`src/rtl/axis_1553_decoder.sv`:
```
// MIL-STD-1553 Manchester receiver: finds the sync, decodes 16 data bits plus parity and emits one AXI-Stream beat per word.
// tvalid rises within one aclk of the last parity sample; an unaccepted beat is overwritten by the next word.
module axis_1553_decoder #(
  parameter int clock_speed = 100000000,
  parameter int sample_rate = 2000000
) (
  input  logic        aclk,
  input  logic        arstn,
  input  logic [1:0]  diff,
  output logic [15:0] m_axis_tdata,
  output logic        m_axis_tvalid,
  output logic [7:0]  m_axis_tuser,
  input  logic        m_axis_tready
);

  localparam int DIV  = clock_speed / sample_rate;
  localparam int SPB  = sample_rate / 1000000;
  localparam int HALF = SPB / 2;
  localparam int SYNC = (3 * SPB) / 2;
  localparam int PW   = $clog2(DIV) + 1;
  localparam int CW   = $clog2(4 * SPB) + 2;
  localparam int GW   = CW + 2;
  localparam logic [PW-1:0] PH_RESTART = (DIV >= 2) ? PW'(DIV / 2 - 1) : '0;

  typedef enum logic [1:0] {S_HUNT, S_SYNC_CHECK, S_DATA, S_OUTPUT} state_t;

  state_t          r_state;
  logic [1:0]      r_meta, r_sync, r_sync_d;
  logic [PW-1:0]   r_ph;
  logic            r_pv, r_pl;
  logic [CW-1:0]   r_run, r_cnt;
  logic [GW-1:0]   r_gap;
  logic            r_have_prev;
  logic [4:0]      r_bit;
  logic [16:0]     r_sh;
  logic            r_h1, r_type, r_contig;
  logic            r_tvalid;
  logic [15:0]     r_tdata;
  logic [7:0]      r_tuser;

  logic w_vld, w_lvl, w_trans, w_smp, w_same;
  logic w_sync_start, w_contig, w_half_bad, w_word_end;

  assign w_vld   = r_sync[1] ^ r_sync[0];
  assign w_lvl   = r_sync[1];
  assign w_trans = w_vld && (r_sync != r_sync_d);
  // A transition re-centres the sampler; never also sample on the edge cycle itself.
  assign w_smp   = (r_ph == '0) && !(w_trans && (DIV > 1));
  assign w_same  = w_vld && r_pv && (w_lvl == r_pl);

  assign w_sync_start = w_smp && w_vld && r_pv && (w_lvl != r_pl) &&
                        (r_run >= CW'(SYNC - 1)) && (r_run <= CW'(SYNC + 1));
  // Idle between the previous word and this sync is r_gap - r_run samples.
  assign w_contig     = r_have_prev && (({2'b00, r_run} + GW'(2 * SPB)) >= r_gap);
  assign w_half_bad   = (r_cnt == CW'(HALF)) && (w_lvl == r_h1);
  assign w_word_end   = (r_state == S_DATA) && w_smp && w_vld && !w_half_bad &&
                        (r_cnt == CW'(SPB - 1)) && (r_bit == 5'd16);

  always_ff @(posedge aclk) begin
    if (!arstn) begin
      r_meta      <= '0;
      r_sync      <= '0;
      r_sync_d    <= '0;
      r_ph        <= '0;
      r_pv        <= 1'b0;
      r_pl        <= 1'b0;
      r_run       <= '0;
      r_gap       <= '0;
      r_have_prev <= 1'b0;
    end else begin
      r_meta   <= diff;
      r_sync   <= r_meta;
      r_sync_d <= r_sync;
      if (w_trans && (DIV > 1)) r_ph <= PH_RESTART;
      else if (r_ph == '0)      r_ph <= PW'(DIV - 1);
      else                      r_ph <= r_ph - 1'b1;
      if (w_smp) begin
        r_pv <= w_vld;
        r_pl <= w_lvl;
        // Run length restarts at a word boundary so a back-to-back sync measures only itself.
        if (w_word_end || !w_vld) r_run <= '0;
        else if (w_same) begin
          if (r_run != '1) r_run <= r_run + 1'b1;
        end else r_run <= CW'(1);
        if (w_word_end) begin
          r_gap       <= '0;
          r_have_prev <= 1'b1;
        end else if (r_gap != '1) begin
          r_gap <= r_gap + 1'b1;
        end
      end
    end
  end

  always_ff @(posedge aclk) begin
    if (!arstn) begin
      r_state  <= S_HUNT;
      r_cnt    <= '0;
      r_bit    <= '0;
      r_sh     <= '0;
      r_h1     <= 1'b0;
      r_type   <= 1'b0;
      r_contig <= 1'b0;
      r_tvalid <= 1'b0;
      r_tdata  <= '0;
      r_tuser  <= '0;
    end else begin
      if (r_tvalid && m_axis_tready) r_tvalid <= 1'b0;
      case (r_state)
        S_HUNT: begin
          if (w_sync_start) begin
            r_state  <= S_SYNC_CHECK;
            r_cnt    <= CW'(1);
            r_type   <= r_pl;
            r_contig <= w_contig;
          end
        end
        S_SYNC_CHECK: begin
          if (w_smp) begin
            if (w_vld && (w_lvl != r_type)) begin
              if (r_cnt == CW'(SYNC - 1)) begin
                r_state <= S_DATA;
                r_cnt   <= '0;
                r_bit   <= '0;
              end else begin
                r_cnt <= r_cnt + 1'b1;
              end
            end else if (w_sync_start) begin
              r_cnt    <= CW'(1);
              r_type   <= r_pl;
              r_contig <= w_contig;
            end else begin
              r_state <= S_HUNT;
            end
          end
        end
        S_DATA: begin
          if (w_smp) begin
            if (!w_vld || w_half_bad) begin
              r_state <= S_HUNT;
            end else begin
              if (r_cnt == '0) r_h1 <= w_lvl;
              if (r_cnt == CW'(HALF)) r_sh <= {r_sh[15:0], r_h1};
              if (r_cnt == CW'(SPB - 1)) begin
                r_cnt <= '0;
                r_bit <= r_bit + 1'b1;
                if (r_bit == 5'd16) r_state <= S_OUTPUT;
              end else begin
                r_cnt <= r_cnt + 1'b1;
              end
            end
          end
        end
        S_OUTPUT: begin
          r_tdata  <= r_sh[16:1];
          r_tuser  <= {(r_type ? 3'b100 : 3'b010), 3'b000, r_contig, ^r_sh};
          r_tvalid <= 1'b1;
          r_state  <= S_HUNT;
        end
        default: r_state <= S_HUNT;
      endcase
    end
  end

  assign m_axis_tdata  = r_tdata;
  assign m_axis_tvalid = r_tvalid;
  assign m_axis_tuser  = r_tuser;

endmodule

```
`config.mk`:
```
export PLATFORM = sky130hd
export DESIGN_NAME = axis_1553_decoder
export DESIGN_NICKNAME = d
export VERILOG_FILES = /design/src/rtl/axis_1553_decoder.sv
export SDC_FILE = /design/constraint.sdc
export NUM_CORES = 1
export LEC_CHECK = 0
export CORE_ASPECT_RATIO = 0.75
export CORE_UTILIZATION = 46
export CTS_CLUSTER_DIAMETER = 150
export DETAILED_ROUTE_END_ITERATION = 12
export PLACE_DENSITY = 0.62
export SETUP_SLACK_MARGIN = 0.5
export SYNTH_ARGS = -nofsm -noshare
export SYNTH_HDL_FRONTEND = slang
export SYNTH_SLANG_ARGS = --single-unit
```
`constraint.sdc`:
```
create_clock -name aclk -period 5.55 [get_ports aclk]
set_clock_uncertainty 0.1 [all_clocks]
set_input_delay 1.11 -clock aclk [delete_from_list [all_inputs] [get_ports aclk]]
set_output_delay 1.11 -clock aclk [all_outputs]
set_load 0.02 [all_outputs]
```
## Word level (Yosys, flattened, before mapping)

Cells that the tools add are included.

- Output and inout bits: 25
- Register bits: 82
- Logic and storage cells: 145
- Input bits: 5

- Bitwise operators: 3
- Reduce and logical (&&, ||, !) cells: 43
- Multiplexer cells: 43
- Eq/ne operators: 26
- $add $sub $neg: 6
- Magnitude comparators: 3

Operators with widths:

| operator | number |
|---|---|
| $mux W5 | 17 |
| $logic_and A1 B1 Y1 | 18 |
| $mux W2 | 9 |
| $reduce_xor A17 Y1 | 1 |
| $add A5 B1 Y5 const B | 3 |
| $pmux W5 S3 | 1 |
| $mux W7 | 2 |
| $ne A2 B2 Y1 const B | 7 |
| $reduce_and A7 Y1 | 2 |
| $reduce_and A4 Y1 | 3 |
| $pmux W5 S2 | 1 |
| $ne A3 B1 Y1 const B | 3 |
| $mux W1 | 8 |
| $pmux W2 S4 | 1 |
| $reduce_bool A2 Y1 | 4 |
| $add A7 B1 Y7 const B | 1 |
| $ge A6 B7 Y1 | 1 |
| $logic_not A7 Y1 | 1 |
| $ne A7 B7 Y1 const B | 1 |
| $sub A7 B1 Y7 const B | 1 |
| $add A5 B3 Y6 const B | 1 |
| $mux W6 | 1 |
| $ne A3 B3 Y1 const B | 2 |
| $reduce_and A2 Y1 | 3 |
| 24 further kinds | 32 |

## Depth between registers and ports, before layout

Gate-level depths: netlist (run 1).

- Depth after elaboration: 13
- Mapped depth: 11
- Depth with buffers taken out: 8

## Least setup slack after synthesis (run 1)

No wires, ideal clock.

- Path kind: flip-flop to flip-flop
- From: register r_ph[0]
- To: register r_run[0]
- Setup slack: 2.811 ns
- Library setup time: 0.116 ns
- Stages on the path, launching flop included: 10
- Clock period less this slack: 2.739 ns
- Path buffers: 1
- Required time: 5.334 ns
- Data arrival time: 2.523 ns
- Cells stage by stage: dfxtp_1 > inv_1 > ha_1 > or3b_4 > or4_4 > buf_6 > or4_4 > a31oi_4 > nor2_1 > a41o_1

- Longest elaborated chain between the ends: 10
- Elaborated cells between the ends (all ways): 11
- Those cells by class: 1 x eq/ne; 1 x mux; 9 x reduce/logical

RTL lines:

| item | line | RTL |
|---|---|---|
| from (decl) | 29 | `logic [PW-1:0] r_ph;` |
| from (signal assigned) | 75 | `else if (r_ph == '0) r_ph <= PW'(DIV - 1);` |
| from (signal assigned) | 76 | `else r_ph <= r_ph - 1'b1;` |
| $logic_not A7 Y1 * | 48 | `assign w_smp = (r_ph == '0) && !(w_trans && (DIV > 1));` |
| $logic_and A1 B1 Y1 * | 48 |  |
| $logic_and A1 B1 Y1 (4 in a row) | 56 | `assign w_word_end = (r_state == S_DATA) && w_smp && w_vld && !w_half_bad &&` |
| $logic_and A1 B1 Y1 | 57 | `(r_cnt == CW'(SPB - 1)) && (r_bit == 5'd16);` |
| $logic_or A1 B1 Y1 | 81 | `if (w_word_end \|\| !w_vld) r_run <= '0;` |
| $ne A3 B1 Y1 (no source line) | n/a |  |
| $reduce_and A2 Y1 (no source line) | n/a |  |
| to (signal assigned) | 83 | `if (r_run != '1) r_run <= r_run + 1'b1;` |
| to (decl) | 31 | `logic [CW-1:0] r_run, r_cnt;` |

Mark *: on every way between the ends. The rest lies on a longest branch, timed or not.
A chain may end at the register's enable or synchronous reset.

## Worst setup path in the final report (run 1)

- From: register r_state[0]
- To: register r_sh[15]

- Longest elaborated chain between the ends: 2

RTL lines:

| item | line | RTL |
|---|---|---|
| from (decl) | 27 | `state_t r_state;` |
| from (signal assigned) | 97 | `r_state <= S_HUNT;` |
| from (signal assigned) | 112 | `r_state <= S_SYNC_CHECK;` |
| from (signal assigned) | 122 | `r_state <= S_DATA;` |
| $eq A2 B2 Y1 | 109 | `case (r_state)` |
| $reduce_and A4 Y1 (no source line) | n/a |  |
| to (signal assigned) | 143 | `if (r_cnt == CW'(HALF)) r_sh <= {r_sh[15:0], r_h1};` |
| to (decl) | 35 | `logic [16:0] r_sh;` |

No other way between the ends.

==> metrics.cfg, run 1 <==
[status]
status=complete, no violations

[drt]
wl_per_cell_um=14.1
drc_errors=0
dr.pass1.iters=4
vias=2960
routed_wl_um=7930
drt_iter0_markers=177
via_per_inst=5.25
drtAntennaViolNets=0

[power]
ir_drop_mv=0.201
p_leak_nw=1.73
power_density_nw_per_um2=330

[yosys]
synth_most_common_cell=dfxtp_1
ys_warn_count=0
yosys.cell_types.count=63
synth_flop_cell=dfxtp_1
ys_ff_latch=81
synth-edff-count=0
synth_area_leaders=dfxtp_1 40%, mux2i_1 11%, ha_1 7.5%
synth.yosys.seq_area_share_pct=40.4
synth_top_area_share_pct=40.4
syn_inst=430
avgSynthCellArea_um2=9.34
synth_area_um2=4020
async_flop_share_pct=0
synth_largest_area_cell=dfxtp_1
synthTopCellsByCount=81 x dfxtp_1, 59 x nor2_1, 45 x mux2i_1

[clock_tree]
cts_max_level=3
clockBufferDepth=2
post_cts_buffers=0
clock_sinks=81
numCtsBuffers=9
clk_latency_ns=0.33
clk_transition_reported_paths_ns=0.06
cts_hold_buf=0
ctsResizeCount=0
cts_tree=yes
root_buffer=clkbuf_16

[setup_path]
crit_path_frequent_cell=inv_1
rrSetupSlack_ns=2.40
slowest_stage=and3_1
cp_top_family=simple AND/OR/NAND/NOR gates
crit_path_max_incr_delay_ns=0.94
cp-end-kind=flip-flop
path_buf_inv=2
cp.required_ns=5.66
crit_chain=inv_1 > ha_1 > inv_1 > a211oi_1 > and3_1 > mux2i_1 > nor2_1
path_class=reg2reg
cp-start-kind=flip-flop
crit_arrival_ns=3.26
path_max_fanout=17

[run]
drv_cap=0

[timing]
hold_violations=0
tns_ns=0
layout_setup_ws_ns=2.40
worstMarginPinSlew_ns=1.03
min_period_ns=3.15
timing.slew.headroom_pct=31.2
rsz0062_at_grt=no
max_freq_mhz=317
report.final.slew_viol_count=0
finalSetupViolations=0
finalCritPeriodShare_pct=56.8

[final_layout]
n_antenna_cell=0
drive_gt1_share_pct=6.36
fillers=792
syn_to_final_growth_pct=15.3
multi_input_area_um2=2210
nNetsFinal=480
stdcell_count=564
seq_area_um2=1620

[global_route]
gr-total-overflow=0
grt_max_degree=43
grt_pass1_wl_um=13400
grtUsageTotal_pct=18.9
antenna_found_initial=0
grt_pass1_vias=2759

[floorplan]
die_h_um=82.9
core_um2=8450
ios=30
die_area_um2=9110
start_util_pct=47.5
rows=29
die_x_um=110

[placement]
dpl_worst_slack_ns=2.24
io_buffers=25
dpl.cell_count=548
place_hpwl_um=5640
place.gp.congestion=0.763

[worst_hold_path]
min_path_type=reg2reg

[cell usage in the layout (no fill, tap or decap), types with 2 or more instances in the layout]
master and n:
a22o_1 2, a21boi_0 4, o22ai_1 2, and2b_1 2, inv_1 22, clkdlybuf4s50_1 25, mux2i_1 45, a21o_1 4
and2_1 10, clkinvlp_4 3, or4_4 2, dfxtp_1 81, o22a_1 2, nand2_1 23, nand3_1 12, buf_4 2
or4_1 2, o21ai_0 8, nor3_1 5, nand4b_1 2, nand2b_1 2, a211o_1 3, xnor2_1 22, a21oi_1 16
ha_1 24, o21a_1 2, nor4_1 3, xor2_1 5, conb_1 4, nor4_2 2, clkbuf_16 9, nor2_1 59
clkbuf_8 2, o31ai_1 2, nor2b_1 3, nand4_1 6, and3_1 6
[cell families after synthesis]
| kind of cell | Yosys count | synth area share, % |
|---|---|---|
| other | 1 | 0.0934 |
| AND/OR/NAND/NOR | 148 | 18.8 |
| adder cells (fa/ha/maj) | 24 | 7.48 |
| AO/OA/AOI/OAI | 60 | 10.7 |
| XOR/XNOR | 28 | 6.45 |
| buffers and inverters | 43 | 4.89 |
| multiplexers | 45 | 11.2 |
| flip-flops | 81 | 40.4 |
[per-stage QoR]
step | hold WS [ns] | cell area (um2) | utilization, % | total power [mW]
final | 0.334 | 4630 | 54.8 | 1.53
after global routing | 0.360 | 4630 | 54.8 | 1.61
after CTS | 0.336 | 4630 | 54.8 | 1.55
after detailed placement | 0.322 | 4320 | 51.1 | 0.933
after global placement | 0.319 | 4320 | 51.1 | 0.925
after floorplan | 0.312 | 4030 | - | 0.886
[sequential cells by signal (all words and copies together), names as in the netlist]
| register | cells |
|---|---|
| r_pv | 1 |
| r_pl | 1 |
| r_meta | 2 |
| r_gap | 7 |
| r_type | 1 |
| r_ph | 7 |
| m_axis_tdata | 16 |
| r_cnt | 5 |
| r_contig | 1 |
| r_bit | 5 |
| r_h1 | 1 |
| r_sh | 17 |
| r_run | 5 |
| r_sync | 2 |
| m_axis_tvalid | 1 |
| r_state | 2 |
| m_axis_tuser | 4 |
| r_have_prev | 1 |
| r_sync_d | 2 |
[worst register-to-register path: cells and delay by family, from the launching register on]
kind	cells	cell delay, ns
multiplexers	1	0.30
adder cells (fa/ha/maj)	1	0.42
flip-flops	1	0.36
AO/OA/AOI/OAI	1	0.58
AND/OR/NAND/NOR	2	1.01
buffers and inverters	2	0.27
[final timing paths]
check	start	to	cells past startpoint
min reg2reg	r_meta[1]$_SDFF_PN0_	r_sync[1]$_SDFF_PN0_	1
min	r_meta[1]$_SDFF_PN0_	r_sync[1]$_SDFF_PN0_	1
max reg2reg	r_state[0]$_SDFFE_PN0P_	r_sh[15]$_SDFFE_PN0P_	7
max	r_state[0]$_SDFFE_PN0P_	r_sh[15]$_SDFFE_PN0P_	7
[area by class of cell]
class	count	share of cell area (%)
multi-input cells	309	47.7
flip-flops and latches	81	35.0
repair buffers	27	5.73
clock buffers	11	5.46
well taps	108	2.92
inverters	23	1.86
clock inverters	5	1.32
[where the power goes]
| part | total [mW] | switching (mW) | leakage, nW | internal (mW) |
|---|---|---|---|---|
| combinational | 0.261 | 0.148 | 0.935 | 0.113 |
| sequential | 0.659 | 0.0430 | 0.655 | 0.616 |
| clock | 0.609 | 0.235 | 0.144 | 0.374 |
[metal layers]
layer,vias up,global-route usage (%),wire length [um]
met2,50,27.0,3360
met1,1383,28.1,4270
met4,0,5.45,33
met3,2,4.24,261
li1,1525,-,-
met5,-,0,0
No activity file was read; power rests on OpenSTA's default activity.
==> inputs of run 2 (changes only) <==
- PLACE_DENSITY: 0.62 -> 0.65
- clock period: 5.55 -> 2.7 ns (I/O delays scaled with it)
==> run 2 against run 1 <==
Power rose by 130%. Sequential share of layout area fell by 3.3 points. Global-route usage rose by 0.73 points. Non-clock buffer count rose by 33. Highest routed layer unchanged.
==> metrics.cfg, run 2 (synthesis results as in run 1) <==
[setup_path]
crit_path_max_incr_delay_ns=0.46  ; was 0.94 ns
slowest_stage=or4_4  ; was and3_1
cp-end-kind=flip-flop  ; unchanged
crit_chain=inv_2 > ha_4 > or3b_4 > or4_4 > buf_6 > nor2_4 > and3_4 > clkbuf_16 > mux2i_1 > nor2_1  ; was inv_1 > ha_1 > inv_1 > a211oi_1 > and3_1 > mux2i_1 > nor2_1
cp.required_ns=2.81  ; was 5.66 ns
rr_worst_depth=10  ; was 7
path_max_fanout=8  ; was 17
path_class=reg2reg  ; unchanged
cp-start-kind=flip-flop  ; unchanged
crit_arrival_ns=2.72  ; was 3.26 ns

[final_layout]
syn_to_final_growth_pct=27.6  ; was 15.3%
largest_register=r_sh  ; unchanged
final_common_cell=dfxtp_1  ; unchanged
nNetsFinal=513  ; was 480
design_area_um2=5120  ; was 4630 um2
drive_gt1_share_pct=18.4  ; was 6.36%
largest_reg_flops=17  ; unchanged
layout_common_cells=79 x dfxtp_1, 59 x nor2_1, 43 x mux2i_1, 25 x clkdlybuf4s50_1, 23 x buf_4  ; was 81 x dfxtp_1, 59 x nor2_1, 45 x mux2i_1, 25 x clkdlybuf4s50_1, 24 x ha_1
post-route-util_pct=60.6  ; was 54.8%
stdcell_count=597  ; was 564
n_antenna_cell=0  ; unchanged

[timing]
min_period_ns=2.60  ; was 3.15 ns
whs_ns=0.330  ; was 0.334 ns
report.final.slew_viol_count=0  ; unchanged
worstMarginPinSlew_ns=0.589  ; was 1.03 ns
max_freq_mhz=384  ; was 317 MHz
timing.slew.headroom_pct=60.5  ; was 31.2%
hold_violations=0  ; unchanged
finalSetupViolations=0  ; unchanged
finalCritPeriodShare_pct=96.3  ; was 56.8%
rsz0062_at_grt=yes  ; was no
tns_ns=0  ; unchanged

[status]
status=complete, no violations  ; unchanged

[drt]
dr_wl_met2_um=3690  ; was 3360 um
drtAntennaViolNets=0  ; unchanged
wl_per_cell_um=14.4  ; was 14.1 um
wl_met1_um=4480  ; was 4270 um
highest_layer=met4  ; unchanged
drc_errors=0  ; unchanged
drt_iter0_markers=136  ; was 177
via_per_inst=5.26  ; was 5.25
vias=3142  ; was 2,960
routed_wl_um=8620  ; was 7930 um
wl_met3_um=370  ; was 261 um
dr.pass1.iters=4  ; unchanged

[run]
drv_cap=0  ; unchanged

[global_route]
grt_max_degree=42  ; was 43
gr-total-overflow=0  ; unchanged
antenna_found_initial=0  ; unchanged
grt_pass1_vias=3039  ; was 2,759
grtUsageTotal_pct=19.6  ; was 18.9%
grt_pass1_wl_um=14100  ; was 13,400 um

[clock_tree]
cts_hold_buf=0  ; unchanged
clock_sinks=81  ; unchanged
clk_transition_reported_paths_ns=0.07  ; was 0.06 ns
clockBufferDepth=2  ; unchanged
numCtsBuffers=9  ; unchanged
clk_latency_ns=0.34  ; was 0.33 ns
cts_tree=yes  ; unchanged
root_buffer=clkbuf_16  ; unchanged
cts_max_level=3  ; unchanged

[placement]
place_area_um2=4460  ; was 4320 um2
io_buffers=25  ; unchanged
place_hpwl_um=5730  ; was 5640 um
place.gp.congestion=0.829  ; was 0.763
dpl.cell_count=560  ; was 548

[power]
p_leak_nw=1.96  ; was 1.73 nW
ir_drop_mv=0.471  ; was 0.201 mV
power_density_nw_per_um2=689  ; was 330 nW/um2

[floorplan]
die_x_um=110  ; unchanged
rows=29  ; unchanged
core_um2=8450  ; unchanged
die_h_um=82.9  ; unchanged
start_util_pct=47.5  ; unchanged
ios=30  ; unchanged
die_area_um2=9110  ; unchanged

[worst_hold_path]
hold_depth=1  ; unchanged
min_path_type=reg2reg  ; unchanged

## run 2: layer usage
metal	global-route usage, %	vias up
li1	-	1585
met1	28.2	1483
met2	28.9	66
met3	5.26	8
met4	4.97	0
met5	0	-
## run 2: critical path: cells and delay by family (launching register included)
family	cells	cell delay, ns
AND/OR/NAND/NOR	5	1.35
adder cells (fa/ha/maj)	1	0.12
multiplexers	1	0.20
buffers and inverters	3	0.39
flip-flops	1	0.32
## run 2: stage by stage
step	total power, mW	setup slack, ns
after global placement	1.95	0.0853
after global routing	3.70	0.0486
after CTS	3.45	0.146
final	3.53	0.0990
after floorplan	1.85	0.0824
after detailed placement	1.98	0.0364
## run 2: path summary, 6_finish.rpt
path	start	to	slack, ns
setup reg to reg	r_ph[1]$_SDFF_PP0_	r_sh[11]$_SDFFE_PN0P_	0.1
hold reg to reg	r_meta[0]$_SDFF_PN0_	r_sync[0]$_SDFF_PN0_	0.33
setup / recovery	r_ph[1]$_SDFF_PP0_	r_sh[11]$_SDFFE_PN0P_	0.1
hold / removal	r_meta[0]$_SDFF_PN0_	r_sync[0]$_SDFF_PN0_	0.33
## run 2: layout make-up
cell class | count | area [um2]
Tap cell | 108 | 135
Inverter | 23 | 86.3
Clock buffer | 9 | 225
Multi-Input combinational cell | 309 | 2350
Fill cell | 681 | 3330
Clock inverter | 7 | 105
Timing Repair Buffer | 60 | 594
Sequential cell | 81 | 1620
## run 2: repair_timing
action | in CTS | in global routing
buffers inserted | 12 | 7
cloned | 0 | 2
resized for setup | 16 | 23
setup endpoints to repair | 45 | 47
pin swaps | 14 | 15
## run 2: where the power goes
group	leakage, nW	switching, mW	internal, mW
registers	0.656	0.0953	1.27
clock network	0.159	0.514	0.826
logic	1.14	0.397	0.431
total	1.96	1.01	2.52
==> inputs of run 3 (changes only) <==
- GPL_TIMING_DRIVEN: default -> 0
==> run 3 against run 2 <==
Die area unchanged. Worst hold slack improved by 0.00077 ns. Setup slack worse by 0.079 ns. Critical path type unchanged. Largest power group unchanged. Register-to-register slack worse by 0.08 ns. Sequential share of layout area is 0.75 points lower. Sequential power barely moved. Design area rose by 2.4%. Clock power down 13%.
==> metrics.cfg, run 3 (synthesis results as in run 1) <==
[setup_path]
cp_top_family=simple AND/OR/NAND/NOR gates  ; unchanged
path_max_fanout=8  ; unchanged
crit_arrival_ns=2.81  ; was 2.72 ns
slowest_stage=or4_4  ; unchanged
crit_path_frequent_cell=or4_4
path_class=reg2reg  ; unchanged
cp.required_ns=2.83  ; was 2.81 ns
cp-start-kind=flip-flop  ; unchanged
cp-end-kind=flip-flop  ; unchanged
crit_path_max_incr_delay_ns=0.46  ; about the same
crit_chain=inv_2 > ha_4 > or3b_4 > or4_4 > buf_6 > or4_4 > a31oi_4 > nor2_1 > a41o_1  ; was inv_2 > ha_4 > or3b_4 > or4_4 > buf_6 > nor2_4 > and3_4 > clkbuf_16 > mux2i_1 > nor2_1
path_buf_inv=2  ; was 3

[placement]
place_hpwl_um=5880  ; was 5730 um
place.gp.congestion=0.879  ; was 0.829
place_area_um2=4460  ; about the same
dpl_worst_slack_ns=-0.220  ; was 0.0364 ns
dpl.cell_count=566  ; was 560
io_buffers=25  ; unchanged

[drt]
drt_iter0_markers=180  ; was 136
dr.pass1.iters=4  ; unchanged
wl_per_cell_um=14.7  ; was 14.4 um
drc_errors=0  ; unchanged
vias=3199  ; was 3,142
routed_wl_um=8970  ; was 8620 um
drtAntennaViolNets=0  ; unchanged
via_per_inst=5.24  ; was 5.26

[floorplan]
rows=29  ; unchanged
start_util_pct=47.5  ; unchanged
core_um2=8450  ; unchanged
die_area_um2=9110  ; unchanged
die_h_um=82.9  ; unchanged
die_x_um=110  ; unchanged
ios=30  ; unchanged

[timing]
finalSetupViolations=0  ; unchanged
finalCritPeriodShare_pct=99.3  ; was 96.3%
hold_violations=0  ; unchanged
worstMarginPinSlew_ns=0.839  ; was 0.589 ns
max_freq_mhz=373  ; was 384 MHz
layout_setup_ws_ns=0.0202  ; was 0.0990 ns
report.final.slew_viol_count=0  ; unchanged
rsz0062_at_grt=yes  ; unchanged
min_period_ns=2.68  ; was 2.60 ns
tns_ns=0  ; unchanged
timing.slew.headroom_pct=44.1  ; was 60.5%

[final_layout]
stdcell_count=611  ; was 597
nNetsFinal=527  ; was 513
layout_common_cells=79 x dfxtp_1, 58 x nor2_1, 41 x mux2i_1, 25 x clkdlybuf4s50_1, 23 x ha_1  ; was 79 x dfxtp_1, 59 x nor2_1, 43 x mux2i_1, 25 x clkdlybuf4s50_1, 23 x buf_4
largest_reg_flops=17  ; unchanged
largest_register=r_sh  ; unchanged
drive_gt1_share_pct=20.5  ; was 18.4%
post-route-util_pct=62.1  ; was 60.6%
design_area_um2=5250  ; was 5120 um2
n_antenna_cell=0  ; unchanged
final_common_cell=dfxtp_1  ; unchanged
syn_to_final_growth_pct=30.7  ; was 27.6%

[clock_tree]
numCtsBuffers=9  ; unchanged
clk_latency_ns=0.34  ; about the same
cts_max_level=3  ; unchanged
clockBufferDepth=2  ; unchanged
clock_sinks=81  ; unchanged
root_buffer=clkbuf_16  ; unchanged
cts_tree=yes  ; unchanged
clk_transition_reported_paths_ns=0.06  ; was 0.07 ns

[global_route]
grtUsageTotal_pct=20.6  ; was 19.6%
antenna_found_initial=0  ; unchanged
grt_pass1_vias=2970  ; was 3,039
gr-total-overflow=0  ; unchanged
grt_pass1_wl_um=14500  ; was 14,100 um
grt_max_degree=16  ; was 42

[power]
ir_drop_mv=0.415  ; was 0.471 mV
power_density_nw_per_um2=648  ; was 689 nW/um2
p_leak_nw=1.98  ; was 1.96 nW

[worst_hold_path]
min_path_type=reg2reg  ; unchanged

[status]
status=complete, no violations  ; unchanged

[run]
drv_cap=0  ; unchanged

==> run 3: metal layers <==
| layer | track usage, % | up-vias | part of all wire, % |
|---|---|---|---|
| li1 | - | 1617 | - |
| met1 | 30.5 | 1500 | 51 |
| met2 | 29.4 | 75 | 44 |
| met3 | 4.87 | 7 | 4.8 |
| met4 | 5.82 | 0 | 0.60 |
| met5 | 0 | - | 0 |
==> run 3: layout make-up <==
type / instances / area (um2)
timing repair buffer: 54 / 542
clock buffer: 10 / 239
sequential: 81 / 1620
tap: 108 / 135
clock inverter: 6 / 50.0
buffer: 20 / 135
fill: 716 / 3210
inverter: 23 / 86.3
multi-input combinational: 309 / 2440
==> run 3: per-stage QoR <==
step,power (mW),hold WS (ns)
2_1_floorplan,1.85,0.312
3_3_place_gp,1.95,0.318
3_5_place_dp,1.97,0.317
4_1_cts,3.33,0.333
5_1_grt,3.56,0.357
6_report,3.40,0.330
==> run 3: worst paths after layout <==
check,startpoint,endpoint,slack [ns],cells past startpoint
max,r_ph[1]$_SDFF_PP0_,r_run[0]$_SDFFE_PN0P_,0.02,9
min,r_meta[1]$_SDFF_PN0_,r_sync[1]$_SDFF_PN0_,0.33,1
max reg2reg,r_ph[1]$_SDFF_PP0_,r_run[0]$_SDFFE_PN0P_,0.02,9
min reg2reg,r_meta[1]$_SDFF_PN0_,r_sync[1]$_SDFF_PN0_,0.33,1
==> run 3: worst register-to-register path, stage by stage (launching register included) <==
cell	delay (ns)
dfxtp_2	0.32
inv_2	0.06
ha_4	0.12
or3b_4	0.37
or4_4	0.42
buf_6	0.14
or4_4	0.47
a31oi_4	0.30
nor2_1	0.07
a41o_1	0.20
==> run 3: report_power, final <==
group	switching [mW]	internal, mW	total [mW]
combinational	0.413	0.461	0.873
sequential	0.0924	1.27	1.36
clock	0.509	0.657	1.17
==> run 3: what timing repair did <==
action,in CTS,in global routing
cloned,1,0
hold buffers,0,0
buffers inserted,22,6
setup endpoints to repair,45,68
resized for setup,36,24
pin swaps,21,7
